--- src/rtl/mem_array_arbiter.sv ---
// Round-robin arbiter for the shared memory array bus: one-hot registered grants,
// bus-turnaround idle cycles between owners, and MAX_HOLD pre-emption.
module mem_array_arbiter #(
    parameter int NUM_REQ     = 4,
    parameter int MAX_HOLD    = 16,
    parameter int TURN_CYCLES = 1
) (
    input  logic                       clk,
    input  logic                       resetH,
    input  logic [NUM_REQ-1:0]         req,
    input  logic [NUM_REQ-1:0]         done,
    output logic [NUM_REQ-1:0]         gnt,
    output logic [$clog2(NUM_REQ)-1:0] owner,
    output logic                       busy,
    output logic                       timeout_err
);

    localparam int IDX_W  = $clog2(NUM_REQ);
    localparam int HOLD_W = $clog2(MAX_HOLD + 1);
    localparam int TURN_W = $clog2(TURN_CYCLES + 1);

    typedef enum logic [1:0] {
        IDLE,
        GRANT,
        TURN
    } arbStateT;

    arbStateT             state, stateNext;
    logic [IDX_W-1:0]     rrPtr, rrPtrNext;
    logic [HOLD_W-1:0]    holdCnt, holdNext;
    logic [TURN_W-1:0]    turnCnt, turnNext;
    logic [NUM_REQ-1:0]   gntNext;
    logic [IDX_W-1:0]     ownerNext;
    logic                 timeoutNext;

    // Round-robin search: rotate req so rrPtr lands on bit 0, take the lowest set bit,
    // then map the offset back to an absolute index modulo NUM_REQ.
    logic [NUM_REQ-1:0]   reqRot;
    logic                 anyReq;
    logic [IDX_W-1:0]     offset;
    logic [IDX_W:0]       winnerSum;
    logic [IDX_W-1:0]     winner;
    logic [IDX_W:0]       ptrSum;
    logic [IDX_W-1:0]     winnerPlusOne;

    always_comb begin
        // NOTE: every variable gets a default before any branch so no latch is inferred.
        reqRot        = NUM_REQ'({req, req} >> rrPtr);
        anyReq        = 1'b0;
        offset        = '0;
        for (int i = 0; i < NUM_REQ; i++) begin
            if (!anyReq && reqRot[i]) begin
                anyReq = 1'b1;
                offset = IDX_W'(i);
            end
        end

        winnerSum = {1'b0, rrPtr} + {1'b0, offset};
        if (winnerSum >= (IDX_W + 1)'(NUM_REQ)) begin
            winnerSum = winnerSum - (IDX_W + 1)'(NUM_REQ);
        end
        winner = winnerSum[IDX_W-1:0];

        ptrSum = {1'b0, winner} + (IDX_W + 1)'(1);
        if (ptrSum == (IDX_W + 1)'(NUM_REQ)) begin
            ptrSum = '0;
        end
        winnerPlusOne = ptrSum[IDX_W-1:0];
    end

    logic doArb;

    always_comb begin
        stateNext   = state;
        gntNext     = gnt;
        ownerNext   = owner;
        rrPtrNext   = rrPtr;
        holdNext    = holdCnt;
        turnNext    = turnCnt;
        timeoutNext = 1'b0;
        doArb       = 1'b0;

        case (state)
            IDLE: begin
                doArb = 1'b1;
            end

            GRANT: begin
                // Release beats pre-emption, so done on the MAX_HOLD edge is a clean release.
                if (done[owner] || !req[owner]) begin
                    gntNext   = '0;
                    stateNext = TURN;
                    turnNext  = TURN_W'(1);
                end else if (holdCnt == HOLD_W'(MAX_HOLD)) begin
                    gntNext     = '0;
                    timeoutNext = 1'b1;
                    stateNext   = TURN;
                    turnNext    = TURN_W'(1);
                end else begin
                    holdNext = holdCnt + 1'b1;
                end
            end

            TURN: begin
                if (turnCnt == TURN_W'(TURN_CYCLES)) begin
                    doArb = 1'b1;
                    if (!anyReq) begin
                        stateNext = IDLE;
                        turnNext  = '0;
                    end
                end else begin
                    turnNext = turnCnt + 1'b1;
                end
            end

            default: begin
                stateNext = IDLE;
                gntNext   = '0;
            end
        endcase

        if (doArb && anyReq) begin
            gntNext   = NUM_REQ'(1) << winner;
            ownerNext = winner;
            rrPtrNext = winnerPlusOne;
            holdNext  = HOLD_W'(1);
            stateNext = GRANT;
        end
    end

    always_ff @(posedge clk or posedge resetH) begin
        if (resetH) begin
            state       <= IDLE;
            gnt         <= '0;
            owner       <= '0;
            busy        <= 1'b0;
            timeout_err <= 1'b0;
            rrPtr       <= '0;
            holdCnt     <= '0;
            turnCnt     <= '0;
        end else begin
            // NOTE: non-blocking assignments so every register samples pre-edge values.
            state       <= stateNext;
            gnt         <= gntNext;
            owner       <= ownerNext;
            busy        <= |gntNext;
            timeout_err <= timeoutNext;
            rrPtr       <= rrPtrNext;
            holdCnt     <= holdNext;
            turnCnt     <= turnNext;
        end
    end

endmodule

--- config.mk ---
export PLATFORM = sky130hd
export DESIGN_NAME = mem_array_arbiter
export DESIGN_NICKNAME = d
export VERILOG_FILES = /design/src/rtl/mem_array_arbiter.sv
export SDC_FILE = /design/constraint.sdc
export NUM_CORES = 1
export LEC_CHECK = 0
export ABC_AREA = 1
export CAP_MARGIN = 10
export CORE_MARGIN = 2
export CORE_UTILIZATION = 30
export CTS_BUF_LIST = sky130_fd_sc_hd__clkbuf_8 sky130_fd_sc_hd__clkbuf_16
export DETAILED_ROUTE_END_ITERATION = 6
export SLEW_MARGIN = 20
export SYNTH_ARGS = -nofsm -noshare
export SYNTH_HDL_FRONTEND = slang
export SYNTH_SLANG_ARGS = --single-unit
--- constraint.sdc ---
create_clock -name clk -period 4 [get_ports clk]
set_clock_uncertainty 0.05 [all_clocks]
set_input_delay 0.8 -clock clk [delete_from_list [all_inputs] [get_ports clk]]
set_output_delay 0.8 -clock clk [all_outputs]
set_load 0.005 [all_outputs]
* Word-level counts from Yosys, hierarchy flattened *
Cells that the tools add are included.

cells by class
  $add $sub $neg = 5
  order comparisons = 2
  equality and inequality tests = 11
  shift-type cells = 2
  multiplexer cells = 37
  reduce and logical (&&, ||, !) cells = 17

operators by type and width
  kind                 count
  $mux 5               4
  $mux 2               9
  $mux 1               15
  $mux 4               3
  $ne 3x3->1 const B   3
  $pmux 4 s2           1
  $shr 8x2->4          1
  $pmux 2 s3           1
  $add 5x1->5 const B  1
  $eq 5x5->1 const B   1
  $bmux 1 s2           2
  $logic_and 1x1->1    4
  $logic_not 1->1      4
  $ne 2x1->1 const B   2
  $ne 4x4->1 const B   1
  $pmux 1 s2           2
  $reduce_and 4->1     1
  $reduce_bool 2->1    2
  $reduce_or 4->1      1
  $shl 1x2->4 const A  1
  $add 2x1->3 const B  1
  $add 2x2->3          1
  $eq 3x3->1 const B   1
  $ge 3x3->1 const B   1
  other kinds (11)     11

storage, ports and cells
  bits in registers = 18
  input port bits = 10
  output and inout port bits = 8
  word-level logic and storage cells = 82

* Depth between registers and ports, before layout *
Gate-level depths: netlist (run 1).

  depth in word-level cells = 17
  gate-level depth with buffers = 17
  mapped depth without buffers = 17

* Least setup slack after synthesis (run 1) *
No wires, ideal clock.

  path kind = input to register
  start = input req[1]
  end = register busy
  library setup time = 0.119 ns
  arrival = 2.265 ns
  data required time = 3.831 ns
  slack = 1.566 ns
  stages on the path = 15
  path buffers = 0
  cell sequence = nand2_1 nand3_1 nand2_2 nand3_1 a21boi_0 ha_1 xor2_1 inv_1 nand3_2 nand2_4 ha_1 nand2_1 nand2_2 nor2_1 nand2_1

on the way
  word-level cells in the longest chain between the ends = 17
  elaborated cells on any way between the ends = 28
  those cells by class = add/sub: 2; order compare: 1; shift: 2; mux: 13; reduce/logical: 10

ends and longest elaborated chain
  what                                       line    source
  from (decl)                                10      input logic [NUM_REQ-1:0] req,
  $shr 8x2->4 *                              48      reqRot = NUM_REQ'({req, req} >> rrPtr);
  $mux 1                                     52      if (!anyReq && reqRot[i]) begin
  $logic_not 1->1                            52
  $logic_and 1x1->1                          52
  $mux 1                                     52
  $logic_not 1->1                            52
  $logic_and 1x1->1                          52
  $mux 1                                     52
  (+3 left out)                              -
  $add 2x2->3 *                              58      winnerSum = {1'b0, rrPtr} + {1'b0, offset};
  $ge 3x3->1 or $sub 2x1->2 (tied branches)  59, 60
  $mux 2 *                                   59      if (winnerSum >= (IDX_W + 1)'(NUM_REQ)) begin
  via winnerSum[1]                           41      logic [IDX_W:0] winnerSum;
  $shl 1x2->4 *                              123     gntNext = NUM_REQ'(1) << winner;
  $mux 4 *                                   122     if (doArb && anyReq) begin
  via gntNext[2]                             32      logic [NUM_REQ-1:0] gntNext;
  $reduce_or 4->1 *                          146     busy <= |gntNext;
  to (signal assigned)                       146
  to (decl)                                  14      output logic busy,

The timed path passes the listed nets; every way through them passes the cells marked *. The select of a mux whose other input is x is not followed.
A chain may end at the register's enable or synchronous reset.

* Worst setup path in the final report (run 1) *
  start = input req[2]
  end = register busy

The elaborated chain is that of the path after synthesis.

==> impl_results.md, run 1 <==
* Mux cell area share after synthesis at 0%
* Synth unique cells at 25
* Setup bufs post-CTS at 0
* Most used cell along the critical path: nand2_1
* DR vias/cell at 4.59
* Final setup TNS at 0 ns
* Vias in the first global route at 995
* Mapped Nets at 160
* Synth Cell Area at 1190 sq um
* Post-Synth Adder-Cell Area at 5.27%
* R2r setup slk at 1.61 ns
* Starting Density at 31.7%
* Largest net degree at the start of global routing at 19
* Fmax at 350 MHz
* Final Instance Area at 1450 sq um
* CP max-delay cell: clkdlybuf4s50_1
* Share of the core filled with cells at 38.7%
* Unrepaired setup endpoints after global routing: no
* Antenna fix cells at 0
* Dpl hpwl at 1790 um
* Hold Crit Class: reg -> reg
* Drt pass-1 iters at 4
* DR iter-0 viols at 33
* Routed Antenna Nets at 0
* Latest clock arrival within the worst-skew pair at 0.24 ns
* Setup CP Type: in -> reg
* Layout Nets at 181
* Post-Syn Instances at 145
* Final period utilization at 71.5%
* WL per Instance at 10.5 um
* Leak Pwr at 0.697 nW
* Seq/Total Area, Yosys at 38.0%
* Worst slew margin at 54.9%
* Resize count post-CTS at 0
* Compound-Gate Fraction of Synth Area at 7.59%
* Rows at 22
* Setup WS post-layout at 1.14 ns
* Largest family of logic cells by synthesized area: simple AND/OR/NAND/NOR gates
* Antenna violations before repair at 0
* Tot GR Track Use at 11.9%
* Synth warn at 0
* Final WL at 2230 um
* # hold bufs at CTS at 0
* Die span in y at 66.9 um
* CP max stage delay at 0.45 ns
* Synth Area in XOR/XNOR at 1.48%
* Number of buffers and inverters on the critical path at 2
* CP max FO at 5
* Core area at 3740 sq um
* Final Max Tran Viols at 0
* PwrDens at 808 nW/um^2
* Synthesized flop and latch total at 18
* Synth Area in Simple Gates at 40.0%
* DRC Markers at 0
* Peak supply drop at 0.361 mV
* Maximum buffer depth of the clock tree at 2
* Clock-pin slew on the worst setup and hold paths at 0.07 ns
* Die X at 66.9 um
* Total CTS buffers at 3
* Layout area overhead at 22.3%
* Port Buf Inserts at 17
* CP required at 4.08 ns
* Hold Fails Final Rpt at 0
* Total gr overflow at 0
* Worst-Margin Slew at 0.675 ns
* Clock Tree Root: clkbuf_8
* Max cap viols at 0
* First-pass GRT wire length at 4190 um
* CTS tree: done
* Crit path DAT at 2.94 ns
* Post-DP Area at 1410 sq um
* Worst slack at placement at 0.867 ns
* Cell chain of the critical path: clkdlybuf4s50_1, nand2_1, nand3_1, nand2_2, nand3_1, a21boi_0, ha_1, xor2_1, inv_1, nand3_2, nand2_4, ha_1, nand2_1, nand2_2, nor2_1, nand2_1
* Outcome: finished, final reports clean
* Vias at 973
* Mean post-synth cell area at 8.18 sq um
* CP startpoint kind: input port
* Share of layout cells above drive strength 1 at 21.3%
* Top delay family on crit path: simple AND/OR/NAND/NOR gates
* # H-tree levels at 1
* Crit path capture type: flip-flop
* Final Hold Slack at 0.465 ns
* Gpl congestion at 0.774
* Clock sinks at 18
* I/O pin count at 18
* Final-report setup violation count at 0
* Min cycle time layout at 2.86 ns
* Die ar. at 4470 sq um
[cell families (layout without fill, tap and decap cells)]
group | after synthesis | after routing
buffers and inverters | 22 | 41
adder cells (fa/ha/maj) | 5 | 5
XOR/XNOR | 2 | 2
flip-flops | 18 | 18
AND/OR/NAND/NOR | 84 | 84
AO/OA/AOI/OAI | 14 | 14
[state kept, by name (all words and copies together), names as in the netlist]
| name | cells |
|---|---|
| state | 2 |
| busy | 1 |
| rrPtr | 2 |
| gnt | 4 |
| timeout_err | 1 |
| turnCnt | 1 |
| holdCnt | 5 |
| owner | 2 |
[per-stage QoR]
| stage | power [mW] | instances |
|---|---|---|
| floorplan | 0.888 | 145 |
| global placement | 1.05 | 209 |
| detailed placement | 1.06 | 209 |
| CTS | 1.19 | 212 |
| global route | 1.31 | 212 |
| finish | 1.17 | 212 |
[path summary, 6_finish.rpt]
path,cells after the start,endpoint,from
max in group asynchronous,2,state[1],resetH
worst min-delay path,1,holdCnt[3],holdCnt[3]
worst max register to register,15,busy,rrPtr[1]
worst max-delay path,16,busy,req[2]
min in group asynchronous,2,gnt[1],resetH
worst min register to register,1,holdCnt[3],holdCnt[3]
[worst reg2reg max path, delay by kind of cell, from the launching register on]
kind | cells | cell delay (ns)
flip-flops | 1 | 0.47
AO/OA/AOI/OAI | 1 | 0.19
adder cells (fa/ha/maj) | 2 | 0.38
buffers and inverters | 2 | 0.24
XOR/XNOR | 1 | 0.21
AND/OR/NAND/NOR | 9 | 0.74
[per-layer routing]
layer	GRT usage, %	vias up	routed length (um)
met5	0	-	0
li1	-	504	-
met3	1.52	2	40
met4	3.83	0	12
met2	18.8	9	1050
met1	16.9	458	1130
[cells in the mapped netlist]
master / instances / area [sq um]
a21boi_0: 1 / 7.51
clkinv_4: 1 / 8.76
nand2_2: 11 / 68.8
inv_2: 3 / 11.3
nor2_1: 11 / 41.3
inv_1: 17 / 63.8
ha_1: 5 / 62.6
buf_4: 1 / 7.51
nand2_1: 29 / 109
dfrtp_1: 18 / 450
o21a_1: 1 / 7.51
nor2_2: 1 / 6.26
nand3_2: 7 / 70.1
a21oi_1: 3 / 15.0
xnor2_1: 1 / 8.76
o21ai_1: 2 / 10.0
nor4_1: 1 / 6.26
a21oi_4: 1 / 16.3
o21ai_2: 1 / 8.76
nor2_4: 2 / 22.5
o21ai_0: 5 / 25.0
nand2_8: 1 / 20.0
nand3_1: 17 / 85.1
xor2_1: 1 / 8.76
nand2_4: 4 / 45.0
[placed cells by master (no fill, tap or decap), drive strengths merged]
| cell type | instances |
|---|---|
| a21boi | 1 |
| a21oi | 4 |
| clkbuf | 3 |
| clkdlybuf4s50 | 17 |
| clkinv | 1 |
| dfrtp | 18 |
| ha | 5 |
| inv | 20 |
| nand2 | 45 |
| nand3 | 24 |
| nor2 | 14 |
| nor4 | 1 |
| o21a | 1 |
| o21ai | 8 |
| xnor2 | 1 |
| xor2 | 1 |
[where the power goes]
group / internal (mW) / switching (mW)
registers: 0.248 / 0.0682
clock network: 0.0667 / 0.0555
logic: 0.285 / 0.447
[area by class of cell]
type / instances / area (sq um)
Multi-Input combinational cell: 105 / 644
Fill cell: 418 / 2290
Tap cell: 48 / 60.1
Sequential cell: 18 / 450
Clock buffer: 3 / 41.3
Inverter: 21 / 83.8
Timing Repair Buffer: 17 / 170
Power figures use the tool's default switching activity.
==> run 2: changes to the inputs <==
- clock period: 4 -> 2.4 ns (I/O delays scaled with it)
==> run 2 against run 1 <==
Wire length increased by 12%. Clock power increased by 68%. Non-clock buffer count increased by 11. Design area increased by 7.9%. Register-to-register slack got worse by 1.4 ns. Critical endpoint unchanged.
==> impl_results.md, run 2 (synthesis results as in run 1) <==
* Crit path DAT at 2.31 ns
* Die span in y at 66.9 um
* PwrDens at 1410 nW/um^2
* Routed Antenna Nets at 0
* Clk pwr share at 9.3%
* Hold Crit Class: reg -> reg
* Clock Tree Root: clkbuf_8
* Fmax at 451 MHz
* Post-DP Area at 1480 sq um
* Switching power at 1.03 mW
* Rows at 22
* Seq pwr share at 24.2%
* Drt pass-1 iters at 3
* Worst slew margin at 54.8%
* Antenna fix cells at 0
* Max FFs per register at 5
* I/O pin count at 18
* Setup CP Type: reg -> reg
* Final Max Tran Viols at 0
* Inst Count DP at 218
* Final Instance Area at 1560 sq um
* Tot GR Track Use at 12.7%
* Hold Fails Final Rpt at 0
* Largest net degree at the start of global routing at 19
* Starting Density at 31.7%
* WL met3 at 34 um
* Clock sinks at 18
* WL per Instance at 11.2 um
* Layout area overhead at 31.9%
* Layout Nets at 192
* Total power at 2.21 mW
* # hold bufs at CTS at 0
* Min cycle time layout at 2.22 ns
* Total gr overflow at 0
* Core area at 3740 sq um
* Maximum buffer depth of the clock tree at 2
* Most common cell after layout, fill and taps aside: nand2_1
* Max cap viols at 0
* Commonest non-fill, non-tap cells in the layout: nand2_1, inv_1, nand3_1, dfrtp_1
* Outcome: finished, final reports clean
* Comb pwr share at 66.5%
* Reg with most FFs: holdCnt
* Fin cells at 223
* Die ar. at 4470 sq um
* Total CTS buffers at 3
* Vias in the first global route at 1,016
* Final WL at 2500 um
* Final-report setup violation count at 0
* DR vias/cell at 4.47
* Die X at 66.9 um
* DR iter-0 viols at 23
* Top Registers: holdCnt x5, gnt x4
* CTS tree: done
* Latest clock arrival within the worst-skew pair at 0.25 ns
* Antenna violations before repair at 0
* Final period utilization at 92.4%
* Switching share of power at 46.8%
* Port Buf Inserts at 17
* DRC Markers at 0
* Gpl congestion at 0.788
* Share of layout cells above drive strength 1 at 30.9%
* Leak Pwr at 0.771 nW
* Highest Signal Layer: met4
* CP max FO at 6
* Final setup TNS at 0 ns
* CP required at 2.49 ns
* Internal Power at 1.18 mW
* CP startpoint kind: flip-flop
* Met2 wire len at 1260 um
* # H-tree levels at 1
* Dpl hpwl at 1940 um
* Vias at 996
* Crit path capture type: flip-flop
* Clock-pin slew on the worst setup and hold paths at 0.07 ns
* First-pass GRT wire length at 4350 um
* Met1 Wirelength at 1200 um
* Worst-Margin Slew at 0.677 ns
* Peak supply drop at 0.563 mV
run 2: what timing repair did:
action,in CTS,in global routing
setup endpoints to repair,2,2
pin swaps,0,1
gates resized for setup,8,6
setup buffers,0,2
run 2: area by class of cell:
type	instances	area [sq um]
fill	392	2180
timing repair buffer	28	255
clock buffer	3	41.3
tap	48	60.1
sequential	18	453
multi-input combinational	105	668
inverter	21	86.3
run 2: power by group through the flow:
stage	Combinational, mW	Clock, mW	Sequential, mW
2_1_floorplan	0.980	0	0.501
3_3_place_gp	1.38	0	0.526
3_5_place_dp	1.41	0	0.530
4_1_cts	1.45	0.209	0.532
5_1_grt	1.65	0.226	0.549
6_report	1.47	0.205	0.535
run 2: worst paths after layout:
path	from	end	slack (ns)	cells past startpoint
max	rrPtr[0]	busy	0.18	16
max reg2reg	rrPtr[0]	busy	0.18	16
min	holdCnt[3]	holdCnt[3]	0.45	1
min in group asynchronous	resetH	owner[0]	0.58	2
max in group asynchronous	resetH	rrPtr[1]	1.25	2
min reg2reg	holdCnt[3]	holdCnt[3]	0.45	1
run 2: through the flow:
step / util [%] / worst slack, ns / hold slack (ns)
after floorplan: - / 0.252 / 0.369
after global placement: 39.4 / -0.269 / 0.426
after detailed placement: 39.4 / -0.327 / 0.435
after CTS: 41.0 / 0.00107 / 0.448
after global routing: 41.8 / -0.00593 / 0.471
final: 41.8 / 0.182 / 0.445
run 2: routing by layer:
layer,GRT usage [%],up-vias
li1,-,521
met1,16.7,468
met2,21.9,5
met3,1.52,2
met4,3.06,0
met5,0,-
run 2: critical path: stages, from the launching register on:
cell and delay, ns:
dfrtp_2 0.47, inv_4 0.10, nand2_1 0.08, nand3_2 0.08, nand2_2 0.06, a21boi_2 0.15, ha_2 0.18, xor2_2 0.18
inv_1 0.07, nand3_2 0.09, nand2_4 0.09, inv_1 0.04, ha_1 0.17, nand2_1 0.08, nand2_2 0.06, nor2_1 0.09
nand2_1 0.06
